`src/rtl/rotary_pkg.sv`:
```
// Shared definitions for the rotary quadrature decoder: Gray states, directions
// and the transition classifier used by the step FSM.
package rotary_pkg;

  localparam logic [1:0] S00 = 2'b00;
  localparam logic [1:0] S01 = 2'b01;
  localparam logic [1:0] S11 = 2'b11;
  localparam logic [1:0] S10 = 2'b10;

  localparam logic DIR_CW  = 1'b1;
  localparam logic DIR_CCW = 1'b0;

  typedef enum logic [1:0] {
    T_NONE = 2'd0,
    T_INC  = 2'd1,
    T_DEC  = 2'd2,
    T_ERR  = 2'd3
  } trans_t;

  // Clockwise successor in the 00->01->11->10->00 sequence.
  function automatic logic [1:0] cw_next(input logic [1:0] s);
    logic [1:0] n;
    case (s)
      S00:     n = S01;
      S01:     n = S11;
      S11:     n = S10;
      default: n = S00;
    endcase
    return n;
  endfunction

  function automatic trans_t decode_trans(input logic [1:0] prv, input logic [1:0] cur);
    trans_t t;
    if (cur == prv)               t = T_NONE;
    else if (cur == cw_next(prv)) t = T_INC;
    else if (prv == cw_next(cur)) t = T_DEC;
    else                          t = T_ERR;
    return t;
  endfunction

endpackage

```
`src/rtl/quad_step_fsm.sv`:
```
// Samples the A/B pair, classifies each Gray transition and accumulates
// sub-detent counts; emits combinational detent/dir/err strobes.
module quad_step_fsm
  import rotary_pkg::*;
#(
  parameter int STEPS_PER_DETENT = 4
) (
  input  logic clk,
  input  logic rst,
  input  logic a_in,
  input  logic b_in,
  input  logic clr,
  output logic detent,
  output logic dir,
  output logic err
);

  localparam int ACC_W = 4;
  localparam logic signed [ACC_W-1:0] ACC_ONE = 4'sd1;
  localparam logic signed [ACC_W-1:0] ACC_TOP = ACC_W'(STEPS_PER_DETENT - 1);
  localparam logic signed [ACC_W-1:0] ACC_BOT = ACC_W'(1 - STEPS_PER_DETENT);

  logic [1:0] cur_q, cur_d;
  logic [1:0] prv_q, prv_d;
  logic signed [ACC_W-1:0] acc_q, acc_d;
  trans_t trans;

  always_comb begin
    cur_d  = {a_in, b_in};
    prv_d  = cur_q;
    trans  = decode_trans(prv_q, cur_q);
    acc_d  = acc_q;
    detent = 1'b0;
    dir    = DIR_CW;
    err    = 1'b0;
    case (trans)
      T_INC: begin
        if (acc_q == ACC_TOP) begin
          detent = 1'b1;
          dir    = DIR_CW;
          acc_d  = '0;
        end else begin
          acc_d = acc_q + ACC_ONE;
        end
      end
      T_DEC: begin
        if (acc_q == ACC_BOT) begin
          detent = 1'b1;
          dir    = DIR_CCW;
          acc_d  = '0;
        end else begin
          acc_d = acc_q - ACC_ONE;
        end
      end
      T_ERR: begin
        err   = 1'b1;
        acc_d = '0;
      end
      default: ;
    endcase
    if (clr) acc_d = '0;
  end

  // prv is seeded with the live inputs so leaving reset never looks like an edge.
  always_ff @(posedge clk) begin
    if (rst) begin
      cur_q <= {a_in, b_in};
      prv_q <= {a_in, b_in};
      acc_q <= '0;
    end else begin
      cur_q <= cur_d;
      prv_q <= prv_d;
      acc_q <= acc_d;
    end
  end

endmodule

```
`src/rtl/rotary_quad_decoder.sv`:
```
// Rotary encoder front end: turns detents from quad_step_fsm into a bounded
// parameter value with saturating or wrapping limits plus step/error strobes.
module rotary_quad_decoder
  import rotary_pkg::*;
#(
  parameter int VAL_W            = 8,
  parameter int VAL_MIN          = 0,
  parameter int VAL_MAX          = 127,
  parameter int VAL_INIT         = 64,
  parameter int STEPS_PER_DETENT = 4,
  parameter int WRAP             = 0
) (
  input  logic             clk,
  input  logic             rst,
  input  logic             a_in,
  input  logic             b_in,
  input  logic             clr,
  output logic [VAL_W-1:0] value,
  output logic             step_pulse,
  output logic             step_dir,
  output logic             err_pulse,
  output logic             at_limit
);

  localparam logic [VAL_W-1:0] MIN_V  = VAL_W'(VAL_MIN);
  localparam logic [VAL_W-1:0] MAX_V  = VAL_W'(VAL_MAX);
  localparam logic [VAL_W-1:0] INIT_V = VAL_W'(VAL_INIT);
  localparam logic [VAL_W-1:0] ONE_V  = VAL_W'(1);
  localparam logic             INIT_LIM = (INIT_V == MIN_V) || (INIT_V == MAX_V);

  logic detent, dir, err;

  quad_step_fsm #(
    .STEPS_PER_DETENT(STEPS_PER_DETENT)
  ) u_step (
    .clk    (clk),
    .rst    (rst),
    .a_in   (a_in),
    .b_in   (b_in),
    .clr    (clr),
    .detent (detent),
    .dir    (dir),
    .err    (err)
  );

  logic [VAL_W-1:0] value_q, value_d;
  logic step_pulse_q, step_pulse_d;
  logic step_dir_q, step_dir_d;
  logic err_pulse_q, err_pulse_d;
  logic at_limit_q, at_limit_d;

  // Limits are checked before the +/-1 so the arithmetic can never overflow.
  always_comb begin
    value_d      = value_q;
    step_pulse_d = detent;
    step_dir_d   = detent ? dir : step_dir_q;
    err_pulse_d  = err;
    if (clr) begin
      value_d = INIT_V;
    end else if (detent) begin
      if (dir == DIR_CW) begin
        if (value_q < MAX_V) value_d = value_q + ONE_V;
        else                 value_d = (WRAP != 0) ? MIN_V : MAX_V;
      end else begin
        if (value_q > MIN_V) value_d = value_q - ONE_V;
        else                 value_d = (WRAP != 0) ? MAX_V : MIN_V;
      end
    end
    at_limit_d = (value_d == MIN_V) || (value_d == MAX_V);
  end

  always_ff @(posedge clk) begin
    if (rst) begin
      value_q      <= INIT_V;
      step_pulse_q <= 1'b0;
      step_dir_q   <= 1'b0;
      err_pulse_q  <= 1'b0;
      at_limit_q   <= INIT_LIM;
    end else begin
      value_q      <= value_d;
      step_pulse_q <= step_pulse_d;
      step_dir_q   <= step_dir_d;
      err_pulse_q  <= err_pulse_d;
      at_limit_q   <= at_limit_d;
    end
  end

  assign value      = value_q;
  assign step_pulse = step_pulse_q;
  assign step_dir   = step_dir_q;
  assign err_pulse  = err_pulse_q;
  assign at_limit   = at_limit_q;

endmodule
```
`config.mk`:
```
export PLATFORM = sky130hd
export DESIGN_NAME = rotary_quad_decoder
export DESIGN_NICKNAME = d
export VERILOG_FILES = /design/src/rtl/rotary_pkg.sv /design/src/rtl/quad_step_fsm.sv /design/src/rtl/rotary_quad_decoder.sv
export SDC_FILE = /design/constraint.sdc
export NUM_CORES = 1
export LEC_CHECK = 0
export BUFFER_PORTS_ARGS = -buffer_cell sky130_fd_sc_hd__buf_2
export CAP_MARGIN = 20
export CORE_MARGIN = 2
export CORE_UTILIZATION = 35
export CTS_CLUSTER_DIAMETER = 40
export CTS_CLUSTER_SIZE = 24
export DETAILED_ROUTE_END_ITERATION = 6
export MAX_ROUTING_LAYER = met4
export PLACE_DENSITY = 0.55
export REMOVE_ABC_BUFFERS = 1
export SLEW_MARGIN = 15
export SYNTH_ARGS = -nofsm -noshare
export SYNTH_HDL_FRONTEND = slang
export SYNTH_SLANG_ARGS = --single-unit
```
`constraint.sdc`:
```
create_clock -name clk -period 2.7 [get_ports clk]
set_input_delay 0.81 -clock clk [delete_from_list [all_inputs] [get_ports clk]]
set_output_delay 0.81 -clock clk [all_outputs]
set_load 0.01 [all_outputs]
```
==> results.sh, run 1 <==
export IMPL_drc=0
export IMPL_multi_input_area_um2=1140
export IMPL_ys_top_cells_by_area="dfxtp_1 (26%), ha_1 (8.2%), nor2_1 (5.9%)"
export IMPL_setup_tns_ns=0
export IMPL_start_util_pct=35.6
export IMPL_max_freq_mhz=373
export IMPL_synth_edff_count=0
export IMPL_worstPathCellList="buf_6, mux2i_4, mux2i_4, ha_4, and4_4, a22oi_2, a31oi_2, o221ai_2, nand3_1, or3_4, a211oi_2"
export IMPL_crit_path_start_kind="flop"
export IMPL_layout_drive_gt1_share_pct=42.3
export IMPL_synth_largest_area_cell="dfxtp_1"
export IMPL_place_congestion=0.899
export IMPL_final_util_pct=46.5
export IMPL_first_global_vias=1399
export IMPL_dr_pass1_iters=4
export IMPL_numPortBuffers=16
export IMPL_die_h_um=70.1
export IMPL_clk_latency_ns=0.26
export IMPL_wl_per_cell_um=15.6
export IMPL_ys_types=58
export IMPL_status="finished, final reports clean"
export IMPL_numCtsBuffers=3
export IMPL_die_x_um=70.1
export IMPL_antenna_cells=0
export IMPL_clockBufferDepth=2
export IMPL_clkSlewWorstSetupHoldPaths_ns=0.08
export IMPL_dp_cells=255
export IMPL_first_iter_violations=126
export IMPL_setup_viol=0
export IMPL_synth_cells=181
export IMPL_nets=231
export IMPL_cts_tree="done"
export IMPL_peakVddDrop_v=0.000322
export IMPL_clockRootBuffer="clkbuf_8"
export IMPL_cp_end_kind="flop"
export IMPL_grt_use_total_pct=16.7
export IMPL_period_share_pct=99.2
export IMPL_crit_arrival_ns=2.87
export IMPL_yosysWarnings=0
export IMPL_crit_path_top_delay_cell="a22oi_2"
export IMPL_seq_area_um2=404
export IMPL_path_common_cell="mux2i_4"
export IMPL_grt_ovfl_total=0
export IMPL_antenna_found_initial=0
export IMPL_rsz0062_at_grt="true"
export IMPL_cts_htree_levels=1
export IMPL_ys_ff_latch=20
export IMPL_maxSlewHeadroom_pct=64.2
export IMPL_synth_async_reset_ratio_pct=0
export IMPL_clock_skew_ns=0.00530
export IMPL_wl_um=4170
export IMPL_cp_required_ns=2.89
export IMPL_ant_nets=0
export IMPL_core_area_um2=4290
export IMPL_synth_cell_area_um2=1530
export IMPL_slew_violations=0
export IMPL_cellLeakagePower_nw=0.809
export IMPL_worstMarginPinSlew_ns=0.537
export IMPL_synth_top_area_share_pct=26.2
export IMPL_cts_sinks=20
export IMPL_vias=1465
export IMPL_worst_path_max_fanout=7
export IMPL_ys_seq_area_share_pct=26.2
export IMPL_die_area_um2=4920
export IMPL_fin_cells=267
export IMPL_max_stage_delay_ns=0.45
export IMPL_fin_crit_ns=2.68
export IMPL_grt_pass1_wl_um=6450
export IMPL_nFillCells=415
export IMPL_io_pins=17
export IMPL_hp_class="reg -> reg"
export IMPL_path_class="reg -> reg"
export IMPL_maxCapViolCount=0
export IMPL_power_mw=0.771
export IMPL_fp_row_count=24
export IMPL_area_growth_pct=30.5
export IMPL_hold_buffers=0
export IMPL_hpwlAfterDp_um=2790
export IMPL_synth_flop_cell="dfxtp_1"
export IMPL_final_hold_viol_count=0
export IMPL_power_density_nw_per_um2=386
export IMPL_vias_per_cell=5.49
export IMPL_avgSynthCellArea_um2=8.45
export IMPL_grt_max_degree=14
==> sequential cells by signal (all words and copies together), names as in the netlist <==
signal	flops
value	8
u_step.acc_q	4
u_step.cur_q	2
u_step.prv_q	2
at_limit	1
err_pulse	1
step_dir	1
step_pulse	1
==> cells in the mapped netlist, drive strengths merged, types with 4 or more instances <==
library cell and number:
nand2 9, buf 8, mux2 5, inv 10
nand3 9, dfxtp 20, a21oi 11, ha 10
nand4 4, nor3 6, o21ai 6, nor2 24
==> stage by stage <==
stage               area, µm²  setup WS (ns)  hold slack (ns)
CTS                      1830        0.00596            0.510
global placement         1710        -0.0217            0.489
finish                   2000         0.0209            0.496
floorplan                1440         -0.168            0.506
global route             2000        -0.0985            0.513
detailed placement       1710        -0.0341            0.496
==> cells by family (layout without fill, tap and decap cells) <==
group | Yosys count | after routing | synth area share [%]
buffers and inverters | 21 | 55 | 8.34
xor gates and xnor gates | 2 | 2 | 1.14
and+or+nand+nor | 77 | 77 | 29.9
muxes | 8 | 8 | 5.89
adders and majority gates | 10 | 10 | 8.18
DFF | 20 | 20 | 26.2
AOI/OAI and AO/OA | 43 | 43 | 20.4
==> where the power goes <==
| part | internal, mW | leakage (nW) | switching (mW) |
|---|---|---|---|
| Sequential | 0.304 | 0.163 | 0.0127 |
| Combinational | 0.0738 | 0.611 | 0.0721 |
| Clock | 0.198 | 0.0357 | 0.111 |
| Total | 0.576 | 0.809 | 0.195 |
==> area by class of cell <==
| class | count | area share (%) |
|---|---|---|
| Inverter | 10 | 2.01 |
| Tap cell | 52 | 3.26 |
| Multi-Input combinational cell | 140 | 57.3 |
| Sequential cell | 20 | 20.2 |
| Clock buffer | 3 | 2.07 |
| Timing Repair Buffer | 41 | 13.6 |
| Clock inverter | 1 | 1.50 |
==> cells in the final DEF (no fill, tap or decap), types with 2 or more instances in the layout <==
cell type	n
o211ai_1	2
nor2b_1	2
o21ai_0	4
a211oi_2	2
nor3_1	3
nand2b_1	3
inv_1	7
nand2_1	8
a21oi_1	11
nand3b_1	2
nand3_2	2
a31oi_2	2
nand3_1	7
buf_4	24
inv_2	2
o21a_1	2
nor2_1	23
o311ai_1	2
buf_2	16
clkbuf_8	3
or3_4	2
dfxtp_1	17
o21ai_1	2
mux2i_4	2
nand4_1	4
mux2_2	4
dfxtp_2	3
ha_1	8
nor3_4	2
==> critical path: cells and delay by family (launching register included) <==
family,cells,cell delay [ns]
AND/OR/NAND/NOR,3,0.71
AO/OA/AOI/OAI,4,0.90
buffers and inverters,1,0.12
multiplexers,2,0.35
flip-flops,1,0.35
adder cells (fa/ha/maj),1,0.17
==> path summary, 6_finish.rpt <==
kind	cells after the start	slack, ns	endpoint	start
setup / recovery	11	0.02	at_limit	u_step.prv_q[1]
hold / removal	1	0.50	u_step.prv_q[0]	u_step.cur_q[0]
setup reg to reg	11	0.02	at_limit	u_step.prv_q[1]
hold reg to reg	1	0.50	u_step.prv_q[0]	u_step.cur_q[0]
==> layer usage <==
metal	global-route usage [%]	vias to the layer above	share of wire, %	routed length (µm)
met4	5.56	0	1.5	63
met5	-	-	0	0
met3	3.61	8	4.1	171
li1	-	727	-	-
met2	27.8	40	52	2150
met1	19.9	690	43	1780
==> what timing repair did <==
| action | in CTS | in global routing |
|---|---|---|
| gates resized for setup | 5 | 31 |
| endpoints found under the setup margin | 1 | 1 |
| pin swaps | 5 | 13 |
| buffers inserted | 2 | 6 |
No activity file was read; power rests on OpenSTA's default activity.
==> inputs of run 2 (changes only) <==
--- a/config.mk
+++ b/config.mk
@@ -7,13 +7,15 @@
 export LEC_CHECK = 0
 export BUFFER_PORTS_ARGS = -buffer_cell sky130_fd_sc_hd__buf_2
 export CAP_MARGIN = 20
+export CELL_PAD_IN_SITES_DETAIL_PLACEMENT = 0
+export CELL_PAD_IN_SITES_GLOBAL_PLACEMENT = 1
 export CORE_MARGIN = 2
 export CORE_UTILIZATION = 35
 export CTS_CLUSTER_DIAMETER = 40
 export CTS_CLUSTER_SIZE = 24
 export DETAILED_ROUTE_END_ITERATION = 6
 export MAX_ROUTING_LAYER = met4
-export PLACE_DENSITY = 0.55
+export PLACE_DENSITY = 0.69
 export REMOVE_ABC_BUFFERS = 1
 export SLEW_MARGIN = 15
 export SYNTH_ARGS = -nofsm -noshare
==> run 2 against run 1 <==
Compared with the run above: clock skew is 0.0039 ns lower; critical path depth is 2 lower; sequential share of layout area fell by 0.81 points; combinational power barely moved; hold slack worse by 0.0032 ns; global-route usage fell by 0.38 points; setup slack improved by 0.070 ns; critical path type unchanged.
==> results.sh, run 2 (synthesis gave the netlist of run 1 again) <==
export IMPL_start_util_pct=35.6
export IMPL_worstMarginPinSlew_ns=0.531
export IMPL_final_hold_viol_count=0
export IMPL_maxCapViolCount=0
export IMPL_worst_path_max_fanout=7
export IMPL_layout_drive_gt1_share_pct=42.0
export IMPL_numPortBuffers=16
export IMPL_crit_path_start_kind="flop"
export IMPL_power_density_nw_per_um2=370
export IMPL_cts_tree="done"
export IMPL_power_switching_mw=0.189
export IMPL_wl_um=4290
export IMPL_final_util_pct=48.1
export IMPL_clockRootBuffer="clkbuf_8"
export IMPL_largest_reg_flops=8
export IMPL_holdPathEnd="step_dir"
export IMPL_antenna_found_initial=0
export IMPL_dr_pass1_iters=4
export IMPL_rr_worst_depth=9
export IMPL_first_global_vias=1360
export IMPL_die_area_um2=4920
export IMPL_grt_pass1_wl_um=6330
export IMPL_hp_class="reg -> reg"
export IMPL_final_common_cell="buf_4"
export IMPL_place_area_um2=1720
export IMPL_internal_power_mw=0.575
export IMPL_antenna_cells=0
export IMPL_drc=0
export IMPL_numCtsBuffers=3
export IMPL_rsz0062_at_grt="true"
export IMPL_maxSlewHeadroom_pct=64.6
export IMPL_nets=235
export IMPL_clk_latency_ns=0.26
export IMPL_clock_skew_ns=0.00138
export IMPL_vias_per_cell=5.50
export IMPL_r2r_start="value[0]"
export IMPL_cp_end_kind="flop"
export IMPL_slew_violations=0
export IMPL_place_congestion=0.926
export IMPL_grt_ovfl_total=0
export IMPL_clockBufferDepth=2
export IMPL_core_area_um2=4290
export IMPL_setup_viol=0
export IMPL_crit_arrival_ns=2.80
export IMPL_postLayoutCellArea_um2=2070
export IMPL_wl_per_cell_um=15.8
export IMPL_pwr_share_comb_pct=19.0
export IMPL_cellLeakagePower_nw=0.804
export IMPL_seq_power_share_pct=41.3
export IMPL_cts_sinks=20
export IMPL_path_class="reg -> reg"
export IMPL_r2r_end="at_limit"
export IMPL_power_mw=0.765
export IMPL_fin_crit_ns=2.61
export IMPL_ant_nets=0
export IMPL_io_pins=17
export IMPL_cts_htree_levels=1
export IMPL_min_path_cells=2
export IMPL_grt_max_degree=13
export IMPL_reg2reg_slack_ns=0.09
export IMPL_vias=1491
export IMPL_clkSlewWorstSetupHoldPaths_ns=0.08
export IMPL_hold_path_startpoint="step_dir"
export IMPL_fp_row_count=24
export IMPL_hpwlAfterDp_um=2930
export IMPL_cp_required_ns=2.89
export IMPL_first_iter_violations=99
export IMPL_status="finished, final reports clean"
export IMPL_nFillCells=418
export IMPL_die_h_um=70.1
export IMPL_clkPwrFrac_pct=39.7
export IMPL_final_cell_mix="buf_4 (24), nor2_1 (23), dfxtp_1 (19), buf_2 (16), a21oi_1 (10)"
export IMPL_peakVddDrop_v=0.000190
export IMPL_grt_use_total_pct=16.3
export IMPL_switching_share_pct=24.8
export IMPL_max_freq_mhz=383
export IMPL_die_x_um=70.1
export IMPL_area_growth_pct=35.1
export IMPL_period_share_pct=96.6
-- run 2: changes by cell type in the layout (fill, tap and decap cells not counted), sizes merged --
cell	before	now
buf	41	44
and2	1	2
-- run 2: layout make-up --
class / instances / area (µm²) / area share (%)
tap: 52 / 65.1 / 3.15
sequential: 20 / 402 / 19.4
clock inverter: 1 / 30.0 / 1.45
inverter: 10 / 37.5 / 1.82
timing repair buffer: 44 / 305 / 14.8
clock buffer: 3 / 41.3 / 2.00
multi-input combinational: 141 / 1190 / 57.4
-- run 2: timing repair --
item	in CTS	in global routing
pin swaps	4	14
buffers inserted	2	8
hold buffers	0	0
setup endpoints to repair	1	1
cloned	0	1
resized for setup	5	30
-- run 2: worst max-delay path by stage --
stage,start,endpoint,slack [ns],depth (start not counted)
global placement,u_step.prv_q[1],at_limit,-0.06,12
global route,u_step.prv_q[1],at_limit,-0.06,14
CTS,u_step.prv_q[1],at_limit,0.002,12
floorplan,u_step.prv_q[1],at_limit,-0.17,10
detailed placement,u_step.prv_q[1],at_limit,-0.1,12
finish,value[0],at_limit,0.09,9
-- run 2: power groups by stage --
stage               clock network (mW)  logic, mW  registers [mW]
CTS                              0.317      0.113           0.314
global placement                     0      0.105           0.320
floorplan                            0     0.0678           0.321
global route                     0.327      0.161           0.318
finish                           0.304      0.145           0.316
detailed placement                   0      0.110           0.321
-- run 2: layer usage --
layer / track usage (%) / up-vias / share of wire, %
li1: - / 733 / -
met2: 27.8 / 47 / 52
met4: 6.62 / 0 / 2.8
met1: 18.6 / 699 / 40
met5: - / - / 0
met3: 3.32 / 12 / 5.7
-- run 2: metrics by stage --
| step | cells | hold WS (ns) | setup TNS (ns) | setup WS, ns |
|---|---|---|---|---|
| finish | 271 | 0.493 | 0 | 0.0908 |
| global route | 271 | 0.574 | -0.0621 | -0.0621 |
| CTS | 262 | 0.497 | 0 | 0.00214 |
| detailed placement | 256 | 0.485 | -0.0972 | -0.0972 |
| global placement | 256 | 0.506 | -0.0591 | -0.0591 |
| floorplan | 170 | 0.506 | -0.168 | -0.168 |
-- run 2: critical path: stages (launching register included) --
cell	delay, ns
dfxtp_1	0.41
inv_1	0.24
ha_1	0.29
nor4b_4	0.34
a22oi_1	0.16
or3_1	0.37
o311ai_2	0.10
nor2_1	0.09
or3_1	0.39
a211oi_2	0.17
